File: config.mk
export PLATFORM = sky130hd
export DESIGN_NAME = sumador_rizado_segmentado_flat
export DESIGN_NICKNAME = d
export VERILOG_FILES = /design/src/rtl/sumador_rizado_segmentado_if.sv /design/src/rtl/sumador_rizado_segmentado.sv /design/src/flat_wrapper.sv
export SDC_FILE = /design/constraint.sdc
export NUM_CORES = 1
export LEC_CHECK = 0
export ABC_AREA = 1
export BUFFER_PORTS_ARGS = -buffer_cell sky130_fd_sc_hd__buf_2
export CAP_MARGIN = 20
export CELL_PAD_IN_SITES_DETAIL_PLACEMENT = 0
export CELL_PAD_IN_SITES_GLOBAL_PLACEMENT = 1
export CORE_ASPECT_RATIO = 0.9
export CORE_UTILIZATION = 45
export CTS_CLUSTER_DIAMETER = 150
export DETAILED_ROUTE_END_ITERATION = 10
export PLACE_DENSITY = 0.9
export SYNTH_ARGS = -nofsm -noshare
export SYNTH_HDL_FRONTEND = slang
export SYNTH_SLANG_ARGS = --single-unit
export TNS_END_PERCENT = 50
File: constraint.sdc
create_clock -name clk -period 9.75 [get_ports clk]
set_clock_uncertainty 0.15 [all_clocks]
set_input_delay 1.95 -clock clk [delete_from_list [all_inputs] [get_ports clk]]
set_output_delay 1.95 -clock clk [all_outputs]
set_load 0.1 [all_outputs]
File: src/rtl/sumador_rizado_segmentado_if.sv
// Operand/result bundle for the pipelined ripple adder/subtractor.
// The master drives operands, the slave returns results STAGES en=1 cycles later.
// No backpressure: en stalls the whole pipe, valid_out is a one-cycle pulse.
//
// Signals:
//   en        pipeline advance (0 = stall everything)
//   valid_in  a/b/ci/sub carry a new operation this cycle
//   a, b      operands, LSB = bit 0
//   ci        carry in (add mode only)
//   sub       0: a+b+ci, 1: a-b
//   valid_out s/co/ovf carry a completed result
//   s         sum/difference
//   co        carry out of the MSB (sub mode: 1 = no borrow)
//   ovf       signed overflow
interface sumador_rizado_segmentado_if #(
  parameter int WIDTH = 16
);
  logic             en;
  logic             valid_in;
  logic [WIDTH-1:0] a;
  logic [WIDTH-1:0] b;
  logic             ci;
  logic             sub;
  logic             valid_out;
  logic [WIDTH-1:0] s;
  logic             co;
  logic             ovf;

  modport master (
    output en, valid_in, a, b, ci, sub,
    input  valid_out, s, co, ovf
  );

  modport slave (
    input  en, valid_in, a, b, ci, sub,
    output valid_out, s, co, ovf
  );
endinterface

File: src/rtl/sumador_rizado_segmentado.sv
// Pipelined ripple-carry adder/subtractor, SEG_BITS bits rippled per register stage.
// Latency: STAGES = WIDTH/SEG_BITS en=1 cycles, one operation per en=1 cycle.
// Backpressure: none beyond en; en=0 freezes every stage, valid_in is then dropped.
//
// Ports:
//   clk    rising-edge clock
//   reset  asynchronous, active-high; clears all valid bits and data registers
//   bus    slave side of sumador_rizado_segmentado_if (operands in, results out)
//
// Each stage k adds bits [k*SEG_BITS +: SEG_BITS]. The operand bits not yet added
// travel forward right-justified (consumed slice shifted out), and finished sum
// slices accumulate below the new slice, so the final stage holds the whole result.
module sumador_rizado_segmentado #(
  parameter int WIDTH    = 16,
  parameter int SEG_BITS = 4,
  parameter int PwrC     = 0
) (
  input  logic                        clk,
  input  logic                        reset,
  sumador_rizado_segmentado_if.slave  bus
);

  localparam bit CFG_OK = (SEG_BITS >= 1) &&
                          ((WIDTH % ((SEG_BITS >= 1) ? SEG_BITS : 1)) == 0);
  localparam int STAGES = (SEG_BITS >= 1) ? (WIDTH / SEG_BITS) : 1;

  if (!CFG_OK) begin : g_bad_cfg
    $error("sumador_rizado_segmentado: WIDTH must be a non-zero multiple of SEG_BITS >= 1");
  end

  // Hook for the power-annotation flow; carries no logic.
  if (PwrC != 0) begin : g_pwr_hook
  end

  // Ripple one segment; returns {carry_out, sum}.
  function automatic logic [SEG_BITS:0] ripple(
    input logic [SEG_BITS-1:0] x,
    input logic [SEG_BITS-1:0] y,
    input logic                c0
  );
    logic                c;
    logic [SEG_BITS-1:0] r;
    c = c0;
    r = '0;
    for (int i = 0; i < SEG_BITS; i++) begin
      r[i] = x[i] ^ y[i] ^ c;
      c    = (x[i] & y[i]) | (c & (x[i] ^ y[i]));
    end
    return {c, r};
  endfunction

  for (genvar k = 0; k < STAGES; k++) begin : g_stg
    localparam int LO  = k * SEG_BITS;
    localparam int OPW = WIDTH - LO;    // operand bits still to be added

    logic                   in_vld;
    logic                   in_c;
    logic [OPW-1:0]         in_a;
    logic [OPW-1:0]         in_b;
    logic [SEG_BITS:0]      rip;
    logic [LO+SEG_BITS-1:0] nxt_sum;

    logic                   vld_q;
    logic                   cy_q;
    logic [LO+SEG_BITS-1:0] sum_q;

    if (k == 0) begin : g_src
      // Subtraction is a + ~b + 1: invert b once here and force the carry in.
      assign in_vld  = bus.valid_in;
      assign in_c    = bus.sub | bus.ci;
      assign in_a    = bus.a;
      assign in_b    = bus.sub ? ~bus.b : bus.b;
      assign nxt_sum = rip[SEG_BITS-1:0];
    end else begin : g_src
      assign in_vld  = g_stg[k-1].vld_q;
      assign in_c    = g_stg[k-1].cy_q;
      assign in_a    = g_stg[k-1].g_fwd.a_q;
      assign in_b    = g_stg[k-1].g_fwd.b_q;
      assign nxt_sum = {rip[SEG_BITS-1:0], g_stg[k-1].sum_q};
    end

    assign rip = ripple(in_a[SEG_BITS-1:0], in_b[SEG_BITS-1:0], in_c);

    // Valid shifts on every en=1 cycle so bubbles move; data loads only behind
    // a valid, so bubbles leave the data registers untouched.
    always_ff @(posedge clk or posedge reset) begin
      if (reset) begin
        vld_q <= 1'b0;
        cy_q  <= 1'b0;
        sum_q <= '0;
      end else if (bus.en) begin
        vld_q <= in_vld;
        if (in_vld) begin
          cy_q  <= rip[SEG_BITS];
          sum_q <= nxt_sum;
        end
      end
    end

    if (k < STAGES - 1) begin : g_fwd
      logic [OPW-SEG_BITS-1:0] a_q;
      logic [OPW-SEG_BITS-1:0] b_q;

      always_ff @(posedge clk or posedge reset) begin
        if (reset) begin
          a_q <= '0;
          b_q <= '0;
        end else if (bus.en && in_vld) begin
          a_q <= in_a[OPW-1:SEG_BITS];
          b_q <= in_b[OPW-1:SEG_BITS];
        end
      end
    end

    if (k == STAGES - 1) begin : g_out
      logic ovf_q;

      // Carry into the MSB is recovered as a^b^s of the top bit, which avoids
      // exporting it from the ripple function.
      always_ff @(posedge clk or posedge reset) begin
        if (reset) begin
          ovf_q <= 1'b0;
        end else if (bus.en && in_vld) begin
          ovf_q <= rip[SEG_BITS] ^
                   (in_a[SEG_BITS-1] ^ in_b[SEG_BITS-1] ^ rip[SEG_BITS-1]);
        end
      end

      assign bus.valid_out = vld_q;
      assign bus.s         = sum_q;
      assign bus.co        = cy_q;
      assign bus.ovf       = ovf_q;
    end
  end

endmodule

File: src/flat_wrapper.sv
// flat-port wrapper written by rule: the top's interface ports become plain ports
module sumador_rizado_segmentado_flat 
#(
  parameter int WIDTH    = 16,
  parameter int SEG_BITS = 4,
  parameter int PwrC     = 0
)
  (clk, reset, bus_en, bus_valid_in, bus_a, bus_b, bus_ci, bus_sub, bus_valid_out, bus_s, bus_co, bus_ovf);
  sumador_rizado_segmentado_if #(.WIDTH(WIDTH)) bus_i ();
  input  logic clk;
  input  logic reset;
  input wire logic [$bits(bus_i.en)-1:0] bus_en;
  input wire logic [$bits(bus_i.valid_in)-1:0] bus_valid_in;
  input wire logic [$bits(bus_i.a)-1:0] bus_a;
  input wire logic [$bits(bus_i.b)-1:0] bus_b;
  input wire logic [$bits(bus_i.ci)-1:0] bus_ci;
  input wire logic [$bits(bus_i.sub)-1:0] bus_sub;
  output wire logic [$bits(bus_i.valid_out)-1:0] bus_valid_out;
  output wire logic [$bits(bus_i.s)-1:0] bus_s;
  output wire logic [$bits(bus_i.co)-1:0] bus_co;
  output wire logic [$bits(bus_i.ovf)-1:0] bus_ovf;
  assign bus_i.en = bus_en;
  assign bus_i.valid_in = bus_valid_in;
  assign bus_i.a = bus_a;
  assign bus_i.b = bus_b;
  assign bus_i.ci = bus_ci;
  assign bus_i.sub = bus_sub;
  assign bus_valid_out = bus_i.valid_out;
  assign bus_s = bus_i.s;
  assign bus_co = bus_i.co;
  assign bus_ovf = bus_i.ovf;
  sumador_rizado_segmentado #(.WIDTH(WIDTH), .SEG_BITS(SEG_BITS), .PwrC(PwrC)) u_core (.clk(clk), .reset(reset), .bus(bus_i));
endmodule
Word-level counts from Yosys, hierarchy flattened
Cells that the tools add are included.

Bits in registers: 97. Output and inout port bits: 19.

Multiplexer cells: 1. Bitwise gates (word level): 84. Reductions and logical operators: 8.

Operator list (number): $xor A1 B1 Y1 (34); $and A1 B1 Y1 (32); $or A1 B1 Y1 (17); $mux W16 (1); $not A16 Y16 (1); $reduce_and A2 Y1 (4); $logic_and A1 B1 Y1 (4).

Logic depth before layout (Yosys ltp)
Depth after elaboration: 11. Depth in mapped cells: 13. Mapped depth without buffers: 13.

Worst setup path before layout
OpenSTA, ideal clock, no wires.

Kind: in2reg. Start: input bus_sub. End: register u_core.g_stg[0].sum_q[3]. Library setup time: 122 ps. Arrival: 3953 ps. Required time: 9478 ps. Slack: 5525 ps. Stages: 11. Path buffers: 2. Cell sequence: buf_6 -> buf_8 -> xor2_1 -> fa_1 -> inv_1 -> fa_1 -> fa_1 -> inv_1 -> fa_1 -> nor2_1 -> a21oi_1.

Cells in the longest elaborated chain, start to end: 9. Elaborated cells on any way between the ends: 16. Those cells by class: 1 x mux; 15 x bitwise.

RTL lines: start, declared (RTL line flat_wrapper.sv:17) `input wire logic [$bits(bus_i.sub)-1:0] bus_sub;`; $mux W16 (RTL line sumador_rizado_segmentado.sv:72) `assign in_b = bus.sub ? ~bus.b : bus.b;`; $xor A1 B1 Y1 (RTL line sumador_rizado_segmentado.sv:47) `c = (x[i] & y[i]) | (c & (x[i] ^ y[i]));`; $and A1 B1 Y1 (RTL line sumador_rizado_segmentado.sv:47); $or A1 B1 Y1 (RTL line sumador_rizado_segmentado.sv:47); $and A1 B1 Y1 (RTL line sumador_rizado_segmentado.sv:47); $or A1 B1 Y1 (RTL line sumador_rizado_segmentado.sv:47); $and A1 B1 Y1 (RTL line sumador_rizado_segmentado.sv:47); $or A1 B1 Y1 (RTL line sumador_rizado_segmentado.sv:47); $xor A1 B1 Y1 (*) (RTL line sumador_rizado_segmentado.sv:46) `r[i] = x[i] ^ y[i] ^ c;`; via u_core.g_stg[0].nxt_sum[3] (RTL line sumador_rizado_segmentado.sv:61) `logic [LO+SEG_BITS-1:0] nxt_sum;`; end signal, assigned (RTL line sumador_rizado_segmentado.sv:95) `sum_q <= nxt_sum;`; end, declared (RTL line sumador_rizado_segmentado.sv:65) `logic [LO+SEG_BITS-1:0] sum_q;`.

Mark *: on every way through the listed nets, which the timed path passes. The rest lies on a longest branch. A chain may end at the register's enable or synchronous reset.

Worst setup path after layout
Same ends and word-level chain as after synthesis.

==> metrics.yaml <==
drt:
  routed_wl_mm: 7.274
  drt-wirelength-per-cell_um: 12.00
  drc: 0
  antenna_left: 0
  avgViaCountPerCell: 4.487
  drt_first_pass_iters: 4
  dr_total_vias: 2719
  drt-initial-drc-count: 157
die:
  io_pins: 57
  die_w_um: 107.3
  start_util_pct: 46.34
  core_um2: 9699
  die_y_um: 96.81
  rows: 34
  fp.dieArea_um2: 10390
synthesis:
  synth_fp_nets: 485
  synth.area.top_cells: "dfrtp_1 (54%), nand2_1 (7.6%), fa_1 (7.1%)"
  synth_area_leader_cell: "dfrtp_1"
  synth.distinct_cells: 24
  ys_ff_latch: 97
  yosysSeqAreaShare_pct: 54.01
  synth_area_um2: 4494
  synth_common_cells: "dfrtp_1 (97), nand2_1 (91), inv_1 (54)"
  syn_avg_cell_area_um2: 10.45
  synth-edff-count: 0
  synthCells: 430
  synth_flop_cell: "dfrtp_1"
  synthArstFlopShare_pct: 100.0
  yosysMostFrequentCell: "dfrtp_1"
  yosysTopAreaCellShare_pct: 54.01
  ys_warn_count: 0
flow_run:
  drv_cap: 0
final_layout:
  antennaDiodeCount: 0
  layout-drive-gt1-share_pct: 22.92
  regArea_um2: 2427
  syn_to_final_growth_pct: 8.185
  nFillCells: 902
  final_nets: 530
  multiInputGateArea_um2: 1592
setup_path:
  cp_slowest_cell: "fa_1"
  crit_fanout: 17
  cp.arrival_ns: 4.22
  critPathCaptureType: "flip-flop"
  cpPeakStageDelay_ns: 0.41
  crit_top_cell: "fa_1"
  cp_cell_sequence: "buf_2, xor2_1, fa_1, inv_1, fa_1, fa_1, inv_1, fa_1, nor2_1, a21oi_1"
  cp.required_ns: 9.84
  critical_path_class: "input port to flip-flop"
  worstSetupStartpointType: "input port"
global_routing:
  grt_pass1_wl_mm: 12.86
  grt_max_degree: 79
  antenna_found_initial: 0
  grt_overflow_total: 0
  grt_usage_pct: 15.78
  grt_pass1_vias: 2745
clocking:
  cts_setup_buffers: 0
  hold_buffers: 0
  cts.clk_slew.worst_paths_ns: 0.09
  tritoncts: "done"
  htree_levels: 3
  cts.sinks: 97
  cts_resized: 0
  clk-insertion-delay-late_ns: 0.36
  cts_root_buffer: "clkbuf_8"
  cts_buffer_depth: 2
  cts_buffers: 9
power_and_ir_drop:
  clock_power_share_pct: 18.1
  sequentialPowerShare_pct: 41.8
  p_int_uw: 742.2
  power_leakage_uw: 0.002491
  vdd_drop_max_mv: 0.1865
  combPwrFrac_pct: 40.1
  switching_share_pct: 45.29
  p_per_area_nw_per_um2: 279.0
  p_switching_uw: 614.4
run_status:
  status: "complete, no violations"
timing:
  period_share_pct: 42.35
  fin_setup_tns_ns: 0
  min_period_ns: 4.129
  hold_viol: 0
  drv_slew: 0
  layout_setup_ws_ns: 5.621
  rsz0062_at_grt: "false"
  slew_headroom_pct: 37.26
  fmax_ghz: 0.2422
  finalSetupViolCount: 0
  worstMarginPinSlew_ns: 0.9411
placed_design:
  dp_slack_ns: 5.204
  port_buffers: 56
  gp_congestion: 0.7455
  dpl.hpwl_mm: 5.178
min_path:
  min_path_type: "flip-flop to flip-flop"
## final timing paths
path	startpoint	end	slack, ns	cells after the start
hold reg to reg	u_core.bus.s[1]	u_core.bus.s[1]	0.33	2
min in group asynchronous	reset	u_core.bus.s[0]	1.36	2
setup reg to reg	u_core.g_stg[2].g_fwd.b_q[0]	u_core.bus.ovf	7.13	11
max in group asynchronous	reset	u_core.g_stg[1].cy_q	6.90	3
hold / removal	u_core.bus.s[1]	u_core.bus.s[1]	0.33	2
setup / recovery	bus_sub	u_core.g_stg[0].sum_q[3]	5.62	10
## routing by layer
| metal | global-route usage (%) | wire [um] | vias to the layer above |
|---|---|---|---|
| met5 | 0 | 0 | - |
| met4 | 4.742 | 102 | 0 |
| met3 | 4.178 | 324 | 8 |
| met2 | 22.73 | 3158 | 65 |
| met1 | 23.35 | 3689 | 1240 |
| li1 | - | - | 1406 |
## worst max-delay path: cells and delay by family
family,cells,cell delay (ns)
xor+xnor,1,0.25
buf+inv,3,0.50
fa+ha+maj,4,1.36
simple gates,1,0.11
compound gates,1,0.05
## power groups by stage
stage	registers (uW)	logic, uW	clock network (uW)
after global routing	580	599	268
final	567	544	245
after detailed placement	576	549	0
after global placement	570	538	0
after CTS	568	550	252
after floorplan	803	225	0
## sequential cells by signal, summed over array words and instances, names as in the netlist
name / count
u_core.g_stg.g_fwd.a_q: 24
u_core.g_stg.g_fwd.b_q: 24
u_core.g_stg.sum_q: 24
u_core.bus.s: 16
u_core.g_stg.cy_q: 3
u_core.g_stg.vld_q: 3
u_core.bus.co: 1
u_core.bus.ovf: 1
u_core.bus.valid_out: 1
## logic make-up after synthesis
| logic type | after synthesis | synth area share, % |
|---|---|---|
| xor+xnor | 16 | 3.118 |
| simple gates | 146 | 14.09 |
| flops | 97 | 54.01 |
| compound gates | 76 | 10.80 |
| fa+ha+maj | 17 | 7.405 |
| buf+inv | 78 | 10.58 |
## cell type report
type	count	area share, %
flip-flops and latches	97	49.92
multi-input cells	255	32.73
repair buffers	57	5.919
inverters	55	4.297
well taps	126	3.242
clock buffers	10	2.831
clock inverters	6	1.055
## placed cells by master (no fill, tap or decap), types with 3 or more instances in the layout
cell / n
dfrtp_1: 97
nand2_8: 3
xnor2_1: 14
nand3_1: 14
o21ai_1: 17
a21oi_1: 27
fa_1: 16
clkbuf_8: 10
nor2_1: 34
inv_1: 53
nand2_1: 91
o21ai_0: 4
o21ai_2: 26
clkinvlp_4: 3
buf_2: 56
## stage by stage
| stage | utilization (%) | hold slack [ns] | total power [uW] | std cells | area, um^2 |
|---|---|---|---|---|---|
| floorplan | - | 0.2915 | 1028 | 430 | 4494 |
| global placement | 48.18 | 0.3111 | 1108 | 590 | 4673 |
| detailed placement | 48.18 | 0.3140 | 1125 | 590 | 4673 |
| CTS | 50.13 | 0.3366 | 1370 | 606 | 4862 |
| global route | 50.13 | 0.3586 | 1448 | 606 | 4862 |
| finish | 50.13 | 0.3336 | 1357 | 606 | 4862 |
No activity file was read; power rests on OpenSTA's default activity.
